File: src/rtl/sprite_line_fetcher_pkg.sv
// Shared constants for the sprite line fetcher and the sprite ROM.
// No logic; orientation codes, sprite IDs and fetch FSM encoding.
// Not applicable (no handshake).
package sprite_line_fetcher_pkg;

    localparam int SPRITE_W = 8;

    // Orientation codes, shared with the sprite ROM
    localparam logic [1:0] UP    = 2'd0;
    localparam logic [1:0] RIGHT = 2'd1;
    localparam logic [1:0] DOWN  = 2'd2;
    localparam logic [1:0] LEFT  = 2'd3;

    // Sprite IDs stored in the ROM
    localparam logic [3:0] HEART          = 4'd0;
    localparam logic [3:0] SWORD          = 4'd1;
    localparam logic [3:0] GNOME_IDLE_1   = 4'd2;
    localparam logic [3:0] GNOME_IDLE_2   = 4'd3;
    localparam logic [3:0] DRAGON_WING_UP = 4'd4;
    localparam logic [3:0] DRAGON_WING_DN = 4'd5;
    localparam logic [3:0] DRAGON_HEAD    = 4'd6;
    localparam logic [3:0] SHEEP_IDLE_1   = 4'd7;
    localparam logic [3:0] SHEEP_IDLE_2   = 4'd8;

    typedef enum logic [1:0] {
        ST_IDLE  = 2'd0,
        ST_FETCH = 2'd1,
        ST_DONE  = 2'd2
    } fetch_state_t;

endpackage

File: src/rtl/sprite_line_fetcher_pixel_select.sv
// Per-slot hit test against hpos with fixed priority (slot 0 on top).
// Latency: 1 cycle, pixel_on/pixel_slot registered.
// No backpressure; evaluates every cycle.
module sprite_pixel_select
    import sprite_line_fetcher_pkg::*;
#(
    parameter int NUM_SLOTS = 4,
    parameter int SLOT_W    = 2
) (
    input  logic                           clk,
    input  logic                           reset,
    input  logic                           i_display_on,
    input  logic [9:0]                     i_hpos,
    input  logic [10*NUM_SLOTS-1:0]        i_slot_x,
    input  logic [SPRITE_W*NUM_SLOTS-1:0]  i_line_buf,
    output logic                           o_pixel_on,
    output logic [SLOT_W-1:0]              o_pixel_slot
);

    logic              w_any;
    logic [SLOT_W-1:0] w_win;
    logic [10:0]       w_dx;
    logic [9:0]        w_x;

    // Find the lowest-index slot whose buffered pixel at hpos is lit.
    // Walk from the highest slot down so the lowest index overwrites last.
    always_comb begin
        w_any = 1'b0;
        w_win = '0;
        w_dx  = '0;
        w_x   = '0;
        for (int s = NUM_SLOTS - 1; s >= 0; s--) begin
            w_x  = i_slot_x[10*s +: 10];
            // 11-bit compare keeps slot_x+7 from wrapping near column 1023
            w_dx = {1'b0, i_hpos} - {1'b0, w_x};
            if ((i_hpos >= w_x) && (w_dx < 11'd8) &&
                (i_line_buf[SPRITE_W*s + int'(w_dx[2:0])] == 1'b0)) begin
                w_any = 1'b1;
                w_win = SLOT_W'(s);
            end
        end
    end

    // Register the winner; pixels only show in the active region.
    always_ff @(posedge clk) begin
        if (reset) begin
            o_pixel_on   <= 1'b0;
            o_pixel_slot <= '0;
        end else begin
            o_pixel_on   <= i_display_on && w_any;
            o_pixel_slot <= w_win;
        end
    end

endmodule

File: src/rtl/sprite_line_fetcher.sv
// Fetches one ROM line per sprite slot during hblank, serialises them next line.
// Latency: NUM_SLOTS+1 cycles fetch from line_start; pixel path 1 cycle.
// No backpressure; ROM is combinational, line_start always restarts the fetch.
module sprite_line_fetcher
    import sprite_line_fetcher_pkg::*;
#(
    parameter int NUM_SLOTS = 4,
    parameter int SLOT_W    = 2,
    parameter int V_TOTAL   = 525
) (
    input  logic                    clk,
    input  logic                    reset,
    input  logic                    line_start,
    input  logic [9:0]              hpos,
    input  logic [9:0]              vpos,
    input  logic                    display_on,
    input  logic [NUM_SLOTS-1:0]    slot_valid,
    input  logic [10*NUM_SLOTS-1:0] slot_x,
    input  logic [10*NUM_SLOTS-1:0] slot_y,
    input  logic [4*NUM_SLOTS-1:0]  slot_id,
    input  logic [2*NUM_SLOTS-1:0]  slot_orient,
    output logic [3:0]              rom_sprite_id,
    output logic [2:0]              rom_line_index,
    output logic [1:0]              rom_orientation,
    input  logic [7:0]              rom_data,
    output logic                    pixel_on,
    output logic [SLOT_W-1:0]       pixel_slot,
    output logic                    fetch_busy
);

    fetch_state_t                  r_state;
    fetch_state_t                  w_state_nxt;
    logic [SLOT_W-1:0]             r_cnt;
    logic [9:0]                    r_next_line;
    logic [9:0]                    w_next_line;
    logic [SPRITE_W*NUM_SLOTS-1:0] r_buf;
    logic [10*NUM_SLOTS-1:0]       r_x;
    logic [9:0]                    w_sel_y;
    logic [10:0]                   w_dy;
    logic                          w_hit;
    logic                          w_last;

    assign w_next_line = (vpos == 10'(V_TOTAL - 1)) ? 10'd0 : vpos + 10'd1;

    // Slot currently addressed by the fetch counter; dy is 11 bits so a
    // sprite below the line yields a large value instead of wrapping small.
    assign w_sel_y = slot_y[10*int'(r_cnt) +: 10];
    assign w_dy    = {1'b0, r_next_line} - {1'b0, w_sel_y};
    assign w_hit   = slot_valid[r_cnt] && (r_next_line >= w_sel_y) && (w_dy < 11'd8);
    assign w_last  = (r_cnt == SLOT_W'(NUM_SLOTS - 1));

    // Fetch FSM state register.
    always_ff @(posedge clk) begin
        if (reset) begin
            r_state <= ST_IDLE;
        end else begin
            r_state <= w_state_nxt;
        end
    end

    // Next-state logic and ROM request outputs (zero outside FETCH).
    always_comb begin
        w_state_nxt     = r_state;
        rom_sprite_id   = '0;
        rom_line_index  = '0;
        rom_orientation = '0;
        fetch_busy      = 1'b0;
        case (r_state)
            ST_IDLE: begin
                if (line_start) w_state_nxt = ST_FETCH;
            end
            ST_FETCH: begin
                fetch_busy      = 1'b1;
                rom_sprite_id   = slot_id[4*int'(r_cnt) +: 4];
                rom_orientation = slot_orient[2*int'(r_cnt) +: 2];
                rom_line_index  = w_dy[2:0];
                if (line_start)  w_state_nxt = ST_FETCH;
                else if (w_last) w_state_nxt = ST_DONE;
            end
            ST_DONE: begin
                fetch_busy = 1'b1;
                w_state_nxt = line_start ? ST_FETCH : ST_IDLE;
            end
            default: w_state_nxt = ST_IDLE;
        endcase
    end

    // Slot counter and target line; any line_start restarts at slot 0.
    always_ff @(posedge clk) begin
        if (reset) begin
            r_cnt       <= '0;
            r_next_line <= '0;
        end else if (line_start) begin
            r_cnt       <= '0;
            r_next_line <= w_next_line;
        end else if (r_state == ST_FETCH) begin
            r_cnt <= r_cnt + SLOT_W'(1);
        end
    end

    // Capture ROM line (or blank on miss) and the slot's column while fetched,
    // so later slot changes only take effect on the next line.
    always_ff @(posedge clk) begin
        if (reset) begin
            r_buf <= '1;
            r_x   <= '0;
        end else if (r_state == ST_FETCH) begin
            r_buf[SPRITE_W*int'(r_cnt) +: SPRITE_W] <= w_hit ? rom_data : 8'hFF;
            r_x[10*int'(r_cnt) +: 10]               <= slot_x[10*int'(r_cnt) +: 10];
        end
    end

    sprite_pixel_select #(
        .NUM_SLOTS (NUM_SLOTS),
        .SLOT_W    (SLOT_W)
    ) u_pixel_select (
        .clk          (clk),
        .reset        (reset),
        .i_display_on (display_on),
        .i_hpos       (hpos),
        .i_slot_x     (r_x),
        .i_line_buf   (r_buf),
        .o_pixel_on   (pixel_on),
        .o_pixel_slot (pixel_slot)
    );

endmodule

File: config.mk
export PLATFORM = sky130hd
export DESIGN_NAME = sprite_line_fetcher
export DESIGN_NICKNAME = d
export VERILOG_FILES = /design/src/rtl/sprite_line_fetcher_pkg.sv /design/src/rtl/sprite_line_fetcher_pixel_select.sv /design/src/rtl/sprite_line_fetcher.sv
export SDC_FILE = /design/constraint.sdc
export NUM_CORES = 1
export LEC_CHECK = 0
export ABC_AREA = 1
export CORE_ASPECT_RATIO = 0.7
export CORE_MARGIN = 1.5
export CORE_UTILIZATION = 55
export CTS_BUF_LIST = sky130_fd_sc_hd__clkbuf_4 sky130_fd_sc_hd__clkbuf_8
export CTS_CLUSTER_SIZE = 8
export DETAILED_ROUTE_END_ITERATION = 8
export GPL_TIMING_DRIVEN = 0
export PLACE_DENSITY = 0.83
export SLEW_MARGIN = 20
export SYNTH_ARGS = -nofsm -noshare
export SYNTH_HDL_FRONTEND = slang
export SYNTH_SLANG_ARGS = --single-unit
File: constraint.sdc
create_clock -name clk -period 4.4 [get_ports clk]
set_input_delay 1.1 -clock clk [delete_from_list [all_inputs] [get_ports clk]]
set_output_delay 1.1 -clock clk [all_outputs]
set_load 0.01 [all_outputs]
=== Yosys cells after proc, flatten, opt, wreduce, memory -nomap -nowiden ===
Cells that the tools add are included.

* Register bits after elaboration: 89
* Input port bits: 140
* Logic and storage cells: 104

* Add/subtract/negate cells: 12
* Multipliers: 1
* $lt $le $gt $ge: 15
* Equality and inequality tests: 6
* Shift-type cells: 8
* Multiplexer cells: 33
* Bitwise operators: 4
* Reduce and logical (&&, ||, !) cells: 17

{| class="wikitable"
|+ Operator list
! cell !! number
|-
| 32-bit by 7-bit < comparator with 1-bit output (second input constant) || 3
|-
| 40-bit by 32-bit variable part select with 10-bit output || 2
|-
| 11-bit by 4-bit < comparator with 1-bit output (second input constant) || 5
|-
| 10-bit by 10-bit subtractor with 11-bit output || 5
|-
| 10-bit >= comparator || 5
|-
| 40-bit bitwise mux || 1
|-
| 10-bit by 33-bit variable shift with 40-bit output (first input constant) || 1
|-
| 10-bit by 33-bit variable part select with 40-bit output || 1
|-
| 5-bit negator with 33-bit output || 1
|-
| 6-bit negator with 33-bit output || 1
|-
| 8-bit by 33-bit variable shift with 32-bit output (first input constant) || 1
|-
| 8-bit by 33-bit variable part select with 32-bit output || 1
|-
| 32-bit bitwise mux || 1
|-
| 16-bit by 5-bit variable part select with 4-bit output || 1
|-
| 1-bit binary-select mux with 5-bit select || 3
|-
| 1-bit 2-to-1 mux || 15
|-
| 5-bit by 3-bit adder with 6-bit output (first input constant) || 2
|-
| 2-bit 2-to-1 mux || 6
|-
| 1-bit logical AND || 11
|-
| 10-bit by 1-bit adder with 10-bit output (second input constant) || 1
|-
| 10-bit equality test (second input constant) || 1
|-
| 10-bit 2-to-1 mux || 1
|-
| 8-bit 2-to-1 mux || 1
|-
| 8-bit by 4-bit variable part select with 2-bit output || 1
|-
| 19 further kinds || 25
|}

=== Longest topological paths before layout ===
Gate-level depths: netlist of run 1.

* Word-level depth: 12
* Mapped depth: 22
* Depth with buffers taken out: 17

=== Hierarchy ===
A second synthesis of run 1 with hierarchy kept.

* Cells, all modules: 1408
* Area total of the unflattened synthesis: 8390.5 um^2

{| class="wikitable"
|+ By module, submodules not included
! module !! times used !! cells an instance !! area each (um^2) !! sequential area each (um^2)
|-
| sprite_line_fetcher || 1 || 878 || 5575.3 || 1721.7
|-
| sprite_pixel_select || 1 || 530 || 2815.2 || 60.1
|}

=== Worst setup path after synthesis of run 1 ===
OpenSTA, ideal clock, no wires.

* Path kind: reg-to-output
* Start: register r_cnt[0]
* End: output port rom_line_index[2]
* Arrival: 2.342 ns
* Required time: 3.300 ns
* Setup slack: 0.958 ns
* Stages on the path, launching flop included: 15
* Path through: dfxtp_1 -> buf_6 -> clkinv_4 -> buf_6 -> buf_2 -> buf_2 -> buf_2 -> o21ai_0 -> o22ai_1 -> ha_1 -> inv_1 -> fa_1 -> nand2_1 -> nand2_1 -> nor2_1

* Longest elaborated chain between the ends: 4

{| class="wikitable"
|+ RTL lines
! item !! line !! text
|-
| start: declaration || sprite_line_fetcher.sv:33 || <nowiki>logic [SLOT_W-1:0] r_cnt;</nowiki>
|-
| start signal: assignment || sprite_line_fetcher.sv:97 || <nowiki>r_cnt <= r_cnt + SLOT_W'(1);</nowiki>
|-
| 3-bit by 2-bit multiplier with 5-bit output || sprite_line_fetcher.sv:47 || <nowiki>assign w_sel_y = slot_y[10*int'(r_cnt) +: 10];</nowiki>
|-
| 40-bit by 32-bit variable part select with 10-bit output || sprite_line_fetcher.sv:47 ||
|-
| 10-bit by 10-bit subtractor with 11-bit output || sprite_line_fetcher.sv:48 || <nowiki>assign w_dy = {1'b0, r_next_line} - {1'b0, w_sel_y};</nowiki>
|-
| 3-bit 2-to-1 mux || sprite_line_fetcher.sv:68 || <nowiki>case (r_state)</nowiki>
|-
| end: declaration || sprite_line_fetcher.sv:23 || <nowiki>output logic [2:0] rom_line_index,</nowiki>
|}

Every way passes these cells.

=== Final worst setup path of run 1 ===
* Start: input port slot_y[10]
* End: output port rom_line_index[2]

* Longest elaborated chain between the ends: 3

{| class="wikitable"
|+ RTL lines
! item !! line !! text
|-
| start: declaration || sprite_line_fetcher.sv:19 || <nowiki>input logic [10*NUM_SLOTS-1:0] slot_y,</nowiki>
|-
| 40-bit by 32-bit variable part select with 10-bit output || sprite_line_fetcher.sv:47 ||
|-
| 10-bit by 10-bit subtractor with 11-bit output || sprite_line_fetcher.sv:48 ||
|-
| 3-bit 2-to-1 mux || sprite_line_fetcher.sv:68 ||
|}

Every way passes these cells.

==> impl_results.md, run 1 <==
* Root cell of the clock tree: sky130_fd_sc_hd__clkbuf_8
* Status: completed
* Drt total wl at 27170 µm
* Iter 0 DRT Violations at 968
* Worst Tran Pin Value at 0.9309 ns
* Setup repair after global routing missed its margin: no
* Start point of the worst hold path: r_buf[28]
* Flip-flop and latch count after synthesis at 89
* Power density over cell area at 236.7 mW/mm²
* Tightest slew margin relative to the limit at 37.46%
* Peak ir drop on the vdd network at 0.2114 mV
* Filler cells at 1349
* Min-delay worst type: reg -> reg
* Hold-critical path depth at 2
* Average instance area after synthesis at 5.942 µm²
* Part of the Yosys area used for sequential elements at 21.49%
* Startpoint of the lowest-slack register-to-register path: r_cnt[0]
* HPWL after DPL at 22500 µm
* Required @ worst endpoint at 3.30 ns
* Largest net degree at the start of global routing at 20
* Prevailing post-synth register cell: sky130_fd_sc_hd__dfxtp_1
* Sort of element at the end of the critical path: output pin
* Layout Skew at 0.01470 ns
* Reg2Reg Depth at 17
* Post-route clock period utilization at 95.51%
* Number of nets produced by synthesis at 1602
* Clock tree from TritonCTS: built
* Aggregate negative setup slack at 0 ns
* Vias in the first global route at 8655
* Core region area at 0.01472 mm²
* Achievable frequency at 238.0 MHz
* Die Span X at 149.7 µm
* Hold Path End: r_buf[28]
* CP peak stage delay at 0.50 ns
* Gpl congestion at 1.001
* I/O pin count at 153
* Maximum count of clock buffers along a single path at 2
* Reg-to-Reg End: r_buf[17]
* # diodes at 0
* Wire length of the first global-routing pass at 43040 µm
* Crit path max-delay cell type: sky130_fd_sc_hd__clkdlybuf4s50_1
* CP most frequent cell: sky130_fd_sc_hd__nand2_1
* Antenna Violating Nets Remaining at 0
* Startpoint kind of the worst setup timing path: primary input
* Gate count after technology mapping at 1395
* Nets@finish at 1762
* Setup-violating endpoint count in the final report at 0
* Total Die Area at 0.01583 mm²
* First drt pass iteration count at 8
* Starting Density at 56.31%
* Cell breakdown of the critical path: clkdlybuf4s50_1 -> o21ai_0 -> o22ai_1 -> ha_2 -> inv_1 -> fa_1 -> nand2_1 -> nand2_1 -> nor2_1 -> dlygate4sd2_1
* Buffers added on ports at 152
* Max-slew violations at 0
* Post-detailed-route via-to-cell ratio at 5.514
* Growth of design area from synthesis to finish at 23.70%
* Critical path data arrival time at 3.10 ns
* Final period demand of the worst path at 4.202 ns
* Detailed-route DRC error count at 0
* Share of the core filled with cells at 69.65%
* Highest fanout seen on the critical path at 3
* Count of yosys warnings during synthesis at 0
* Power after layout at 2427 µW
* Count of final hold-check violations at 0
* CTS clock-pin slew for the worst setup and hold paths at 0.10 ns
* Latest clock arrival within the worst-skew pair at 0.39 ns
* Vias after detailed routing at 9677
* Static Leak at 0.004690 µW
* Std cell rows at 37
* Layout cells sized above 1 at 3.846%
* Synth cell types at 50
* # clock sinks at 89
* Fraction of synthesis flops using an asynchronous set or reset pin at 0%
* Htree depth at 3
* CP Class: in -> out
* Number of buffers inserted during clock tree synthesis at 9
* Total track usage at 34.56%
* Vertical die dimension at 105.7 µm
* Number of enable flip-flop cells after synthesis at 0
* Flop2flop setup slack at 0.82 ns
* Max Cap Violations at 0
* Initial antenna violation count at 0
* Overflow left after global routing at 0
* Average wire per standard cell at 15.48 µm
* Total standard cell area after synthesis at 0.008289 mm²
* Post-cts hold buffer count at 0
-- worst max-delay path, delay by kind of cell --
kind / cells / cell delay (ns)
AOI/OAI and AO/OA: 2 / 0.29
adders and majority gates: 2 / 0.60
buffers and inverters: 3 / 0.87
and+or+nand+nor: 3 / 0.23
-- sequential cells by signal, summed over array words and instances, names as in the netlist --
name	cells
r_x	40
r_cnt	2
r_next_line	10
u_pixel_select.o_pixel_slot	2
r_buf	32
u_pixel_select.o_pixel_on	1
r_state	2
-- metrics by stage --
| step | hold slack, ns | std cells | setup slack (ns) | cell area (µm²) |
|---|---|---|---|---|
| finish | 0.4727 | 1755 | 0.1975 | 10250 |
| global route | 0.4875 | 1755 | 0.1377 | 10250 |
| CTS | 0.4729 | 1756 | 0.02928 | 10250 |
| detailed placement | 0.4487 | 1742 | -0.04477 | 10050 |
| global placement | 0.4456 | 1742 | -0.03162 | 10050 |
| floorplan | 0.4327 | 1395 | 0.9580 | 8289 |
-- Yosys cell counts (all sizes together), types with 3 or more instances --
library cell  number  share of area (%)
nand3b             8               0.72
nand3            134                8.2
o22ai              8               0.60
nand4             20                2.1
xor2               8               0.85
clkinv             3               0.20
o21bai             5               0.45
inv              177                8.0
ha                62                9.4
a21oi            124                7.5
and2               3               0.23
a32o               9                1.1
nor2             125                6.1
clkbuf            29                1.3
fa                 5                1.2
nor3               6               0.48
dfxtp             89                 21
o211ai             5               0.45
a31oi              4               0.30
nand2            449                 20
xnor2             10                1.1
o31ai              5               0.45
o21ai             70                4.3
buf               23                1.8
-- cells by family (layout without fill, tap and decap cells) --
kind of cell             count (synthesis)  count (layout)  share of synthesized area (%)
adder cells (fa/ha/maj)                 67              67                          10.57
AO/OA/AOI/OAI                          238             238                          16.05
AND/OR/NAND/NOR                        749             749                          38.48
flip-flops                              89              89                          21.49
XOR/XNOR                                18              18                          1.902
buffers and inverters                  232             397                          11.28
multiplexers                             2               2                         0.2415
-- worst max-delay path by stage --
stage / endpoint / slack, ns / start
floorplan: rom_line_index[2] / 0.96 / r_cnt[0]
global placement: rom_line_index[2] / -0.03 / slot_y[10]
detailed placement: rom_line_index[2] / -0.04 / slot_y[10]
CTS: rom_line_index[1] / 0.03 / slot_y[10]
global route: rom_line_index[2] / 0.14 / slot_y[10]
finish: rom_line_index[2] / 0.20 / slot_y[10]
-- layer usage --
layer,up-vias,track usage (%),part of all wire [%]
met5,-,0,0
met4,0,6.723,1.4
met3,37,10.30,10
met2,416,50.39,41
met1,4372,50.04,47
li1,4852,-,-
-- cell usage in the layout (no fill, tap or decap), drive strengths merged, types with 4 or more instances in the layout --
cell type and n:
a21oi 124, a31oi 4, a32o 9, buf 20
clkbuf 38, clkdlybuf4s50 150, clkinv 6, dfxtp 89
fa 5, ha 62, inv 180, nand2 449
nand3 134, nand3b 8, nand4 20, nor2 125
nor3 6, o211ai 5, o21ai 70, o21bai 5
o22ai 8, o31ai 5, xnor2 10, xor2 8
-- power breakdown --
| part | internal (µW) | total (µW) | switching (µW) |
|---|---|---|---|
| logic | 401 | 998 | 597 |
| clock network | 222 | 565 | 344 |
| registers | 841 | 864 | 22.3 |
| total | 1460 | 2430 | 964 |
-- area by class of cell --
cell class	instances	area [µm²]	share of cell area, %
multi-input cells	1074	5575	54.37
flip-flops and latches	89	1782	17.38
repair buffers	152	1523	14.85
inverters	180	680.7	6.638
plain buffers	49	252.7	2.465
well taps	195	244.0	2.379
clock buffers	9	123.9	1.208
clock inverters	7	72.57	0.7077
-- what timing repair did --
item | CTS | global route
endpoints found under the setup margin | 2 | 1
pin swaps | 0 | 2
resized for setup | 7 | 4
setup buffers | 0 | 0
No activity file was read; power rests on OpenSTA's default activity.
==> run 2: changes to the inputs <==
--- a/config.mk
+++ b/config.mk
@@ -8,12 +8,11 @@
 export ABC_AREA = 1
 export CORE_ASPECT_RATIO = 0.7
 export CORE_MARGIN = 1.5
-export CORE_UTILIZATION = 55
+export CORE_UTILIZATION = 59
 export CTS_BUF_LIST = sky130_fd_sc_hd__clkbuf_4 sky130_fd_sc_hd__clkbuf_8
-export CTS_CLUSTER_SIZE = 8
+export CTS_CLUSTER_SIZE = 14
 export DETAILED_ROUTE_END_ITERATION = 8
-export GPL_TIMING_DRIVEN = 0
-export PLACE_DENSITY = 0.83
+export PLACE_DENSITY = 0.89
 export SLEW_MARGIN = 20
 export SYNTH_ARGS = -nofsm -noshare
 export SYNTH_HDL_FRONTEND = slang
==> constraint.sdc (replaced) <==
create_clock -name clk -period 5.2 [get_ports clk]
set_input_delay 1.3 -clock clk [delete_from_list [all_inputs] [get_ports clk]]
set_output_delay 1.3 -clock clk [all_outputs]
set_load 0.01 [all_outputs]
==> impl_results.md, run 2 (synthesis results as in run 1) <==
* Status: completed
* Area of all placed cells without fillers at 0.01004 mm²
* Critical Path Sink: rom_line_index[2]
* Static Leak at 0.004575 µW
* Hold slack at 0.4682 ns
* Commonest cells after routing, fill and taps aside: 448 x sky130_fd_sc_hd__nand2_1, 175 x sky130_fd_sc_hd__inv_1, 151 x sky130_fd_sc_hd__clkdlybuf4s50_1
* Setup-violating endpoint count in the final report at 0
* Count of final hold-check violations at 0
* CP Class: in -> out
* Antenna Violating Nets Remaining at 0
* Post-cts hold buffer count at 0
* WP buf/inv at 3
* First drt pass iteration count at 8
* Max-slew violations at 0
* Detailed-route DRC error count at 0
* Highest fanout seen on the critical path at 3
* HPWL after DPL at 19810 µm
* Average wire per standard cell at 14.75 µm
* Post-route clock period utilization at 91.80%
* Overflow left after global routing at 0
* Core region area at 0.01383 mm²
* CTS clock-pin slew for the worst setup and hold paths at 0.08 ns
* Number of cells on the critical path at 10
* Achievable frequency at 209.5 MHz
* # clock sinks at 89
* Startpoint of the lowest-slack register-to-register path: r_cnt[0]
* Flop2flop setup slack at 1.45 ns
* Wire length of the first global-routing pass at 39810 µm
* Top Metal Used: met4
* Final non-filler cell total at 1707
* Drt total wl at 25180 µm
* Post-detailed-route via-to-cell ratio at 5.648
* Latest clock arrival within the worst-skew pair at 0.37 ns
* Starting Density at 59.94%
* Clock tree from TritonCTS: built
* Post-cts resize count at 0
* Die Span X at 144.7 µm
* Total track usage at 34.30%
* Met3 Wirelength at 2745 µm
* Inst Count DP at 1691
* Cell breakdown of the critical path: clkdlybuf4s50_1 -> o21ai_0 -> o22ai_1 -> ha_1 -> inv_1 -> fa_1 -> nand2_1 -> nand2_1 -> nor2_1 -> clkdlybuf4s50_1
* Vias after detailed routing at 9641
* Critical path data arrival time at 3.47 ns
* Setup repair after global routing missed its margin: no
* Most common library cell in the layout ignoring fill and taps: sky130_fd_sc_hd__nand2_1
* Reg-to-Reg End: r_x[28]
* Vertical die dimension at 102.2 µm
* CP peak stage delay at 0.54 ns
* Final period demand of the worst path at 4.774 ns
* Aggregate negative setup slack at 0 ns
* Startpoint kind of the worst setup timing path: primary input
* Htree depth at 3
* Largest net degree at the start of global routing at 67
* Worst Tran Pin Value at 0.9659 ns
* Power after layout at 2044 µW
* Vias in the first global route at 8424
* Max Cap Violations at 0
* Startpoint of the worst setup timing path: slot_y[10]
* Placed standard-cell area at 0.009836 mm²
* Tightest slew margin relative to the limit at 35.11%
* # diodes at 0
* Nets@finish at 1719
* Post-CTS Setup Inserts at 0
* Iter 0 DRT Violations at 1102
* Sort of element at the end of the critical path: output pin
* Largest registers in the final layout: r_x: 40 flops, r_buf: 32 flops, r_next_line: 10 flops
* Crit path max-delay cell type: sky130_fd_sc_hd__clkdlybuf4s50_1
* Required @ worst endpoint at 3.90 ns
* Std cell rows at 36
* Initial antenna violation count at 0
* Max FFs per register at 40
* Min-delay worst type: reg -> reg
* Gpl congestion at 0.9717
* Growth of design area from synthesis to finish at 21.16%
* Met1 wire length at 11180 µm
* Root cell of the clock tree: sky130_fd_sc_hd__clkbuf_8
* Met2 layer wire length in the routed design at 10690 µm
* Maximum count of clock buffers along a single path at 2
* Number of buffers inserted during clock tree synthesis at 9
* CP top delay family: buffers and inverters
* Layout Skew at 0.006071 ns
* Peak ir drop on the vdd network at 0.1421 mV
* Biggest register: r_x
* I/O pin count at 153
* Reg2Reg Depth at 7
* Power density over cell area at 203.5 mW/mm²
* Layout cells sized above 1 at 3.164%
* Buffers added on ports at 152
* Total Die Area at 0.01478 mm²
run 2: through the flow:
step                worst slack, ns  utilization (%)
floorplan                     1.480                -
global placement             0.4826            71.13
detailed placement           0.4424            71.13
CTS                          0.4434            72.63
global route                 0.2243            72.63
finish                       0.4262            72.63
run 2: metal layers:
| layer | GRT usage (%) | vias to the layer above |
|---|---|---|
| met3 | 8.482 | 57 |
| met5 | 0 | - |
| met2 | 53.81 | 462 |
| met4 | 9.790 | 0 |
| li1 | - | 4763 |
| met1 | 47.01 | 4359 |
run 2: layout make-up:
cell class                      count  area (µm²)
Clock buffer                       11       145.1
Clock inverter                      5       62.56
Fill cell                        1252        3785
Inverter                          180       680.7
Multi-Input combinational cell   1074        5573
Sequential cell                    89        1783
Tap cell                          190       237.7
Timing Repair Buffer              158        1562
run 2: worst reg2reg max path, cell delays in order, from the launching register on:
cell	delay [ns]
sky130_fd_sc_hd__dfxtp_2	0.49
sky130_fd_sc_hd__clkinv_4	0.16
sky130_fd_sc_hd__buf_4	0.53
sky130_fd_sc_hd__ha_1	0.92
sky130_fd_sc_hd__nand2_1	0.68
sky130_fd_sc_hd__nor2_1	0.60
sky130_fd_sc_hd__nand3_1	0.18
sky130_fd_sc_hd__a21oi_1	0.14
run 2: where the power goes:
group / internal, µW / total (µW) / switching, µW
Clock: 244 / 500 / 256
Combinational: 329 / 811 / 482
Sequential: 712 / 733 / 20.8
Total: 1280 / 2040 / 759
run 2: how the worst min path moves through the flow:
stage | to | from | slack, ns | cells after the start
floorplan | r_buf[1] | r_buf[1] | 0.43 | 2
detailed placement | r_buf[1] | r_buf[1] | 0.45 | 2
global placement | r_buf[1] | r_buf[1] | 0.44 | 2
CTS | r_x[11] | r_x[11] | 0.47 | 2
global route | r_x[34] | r_x[34] | 0.49 | 2
finish | r_x[11] | r_x[11] | 0.47 | 2
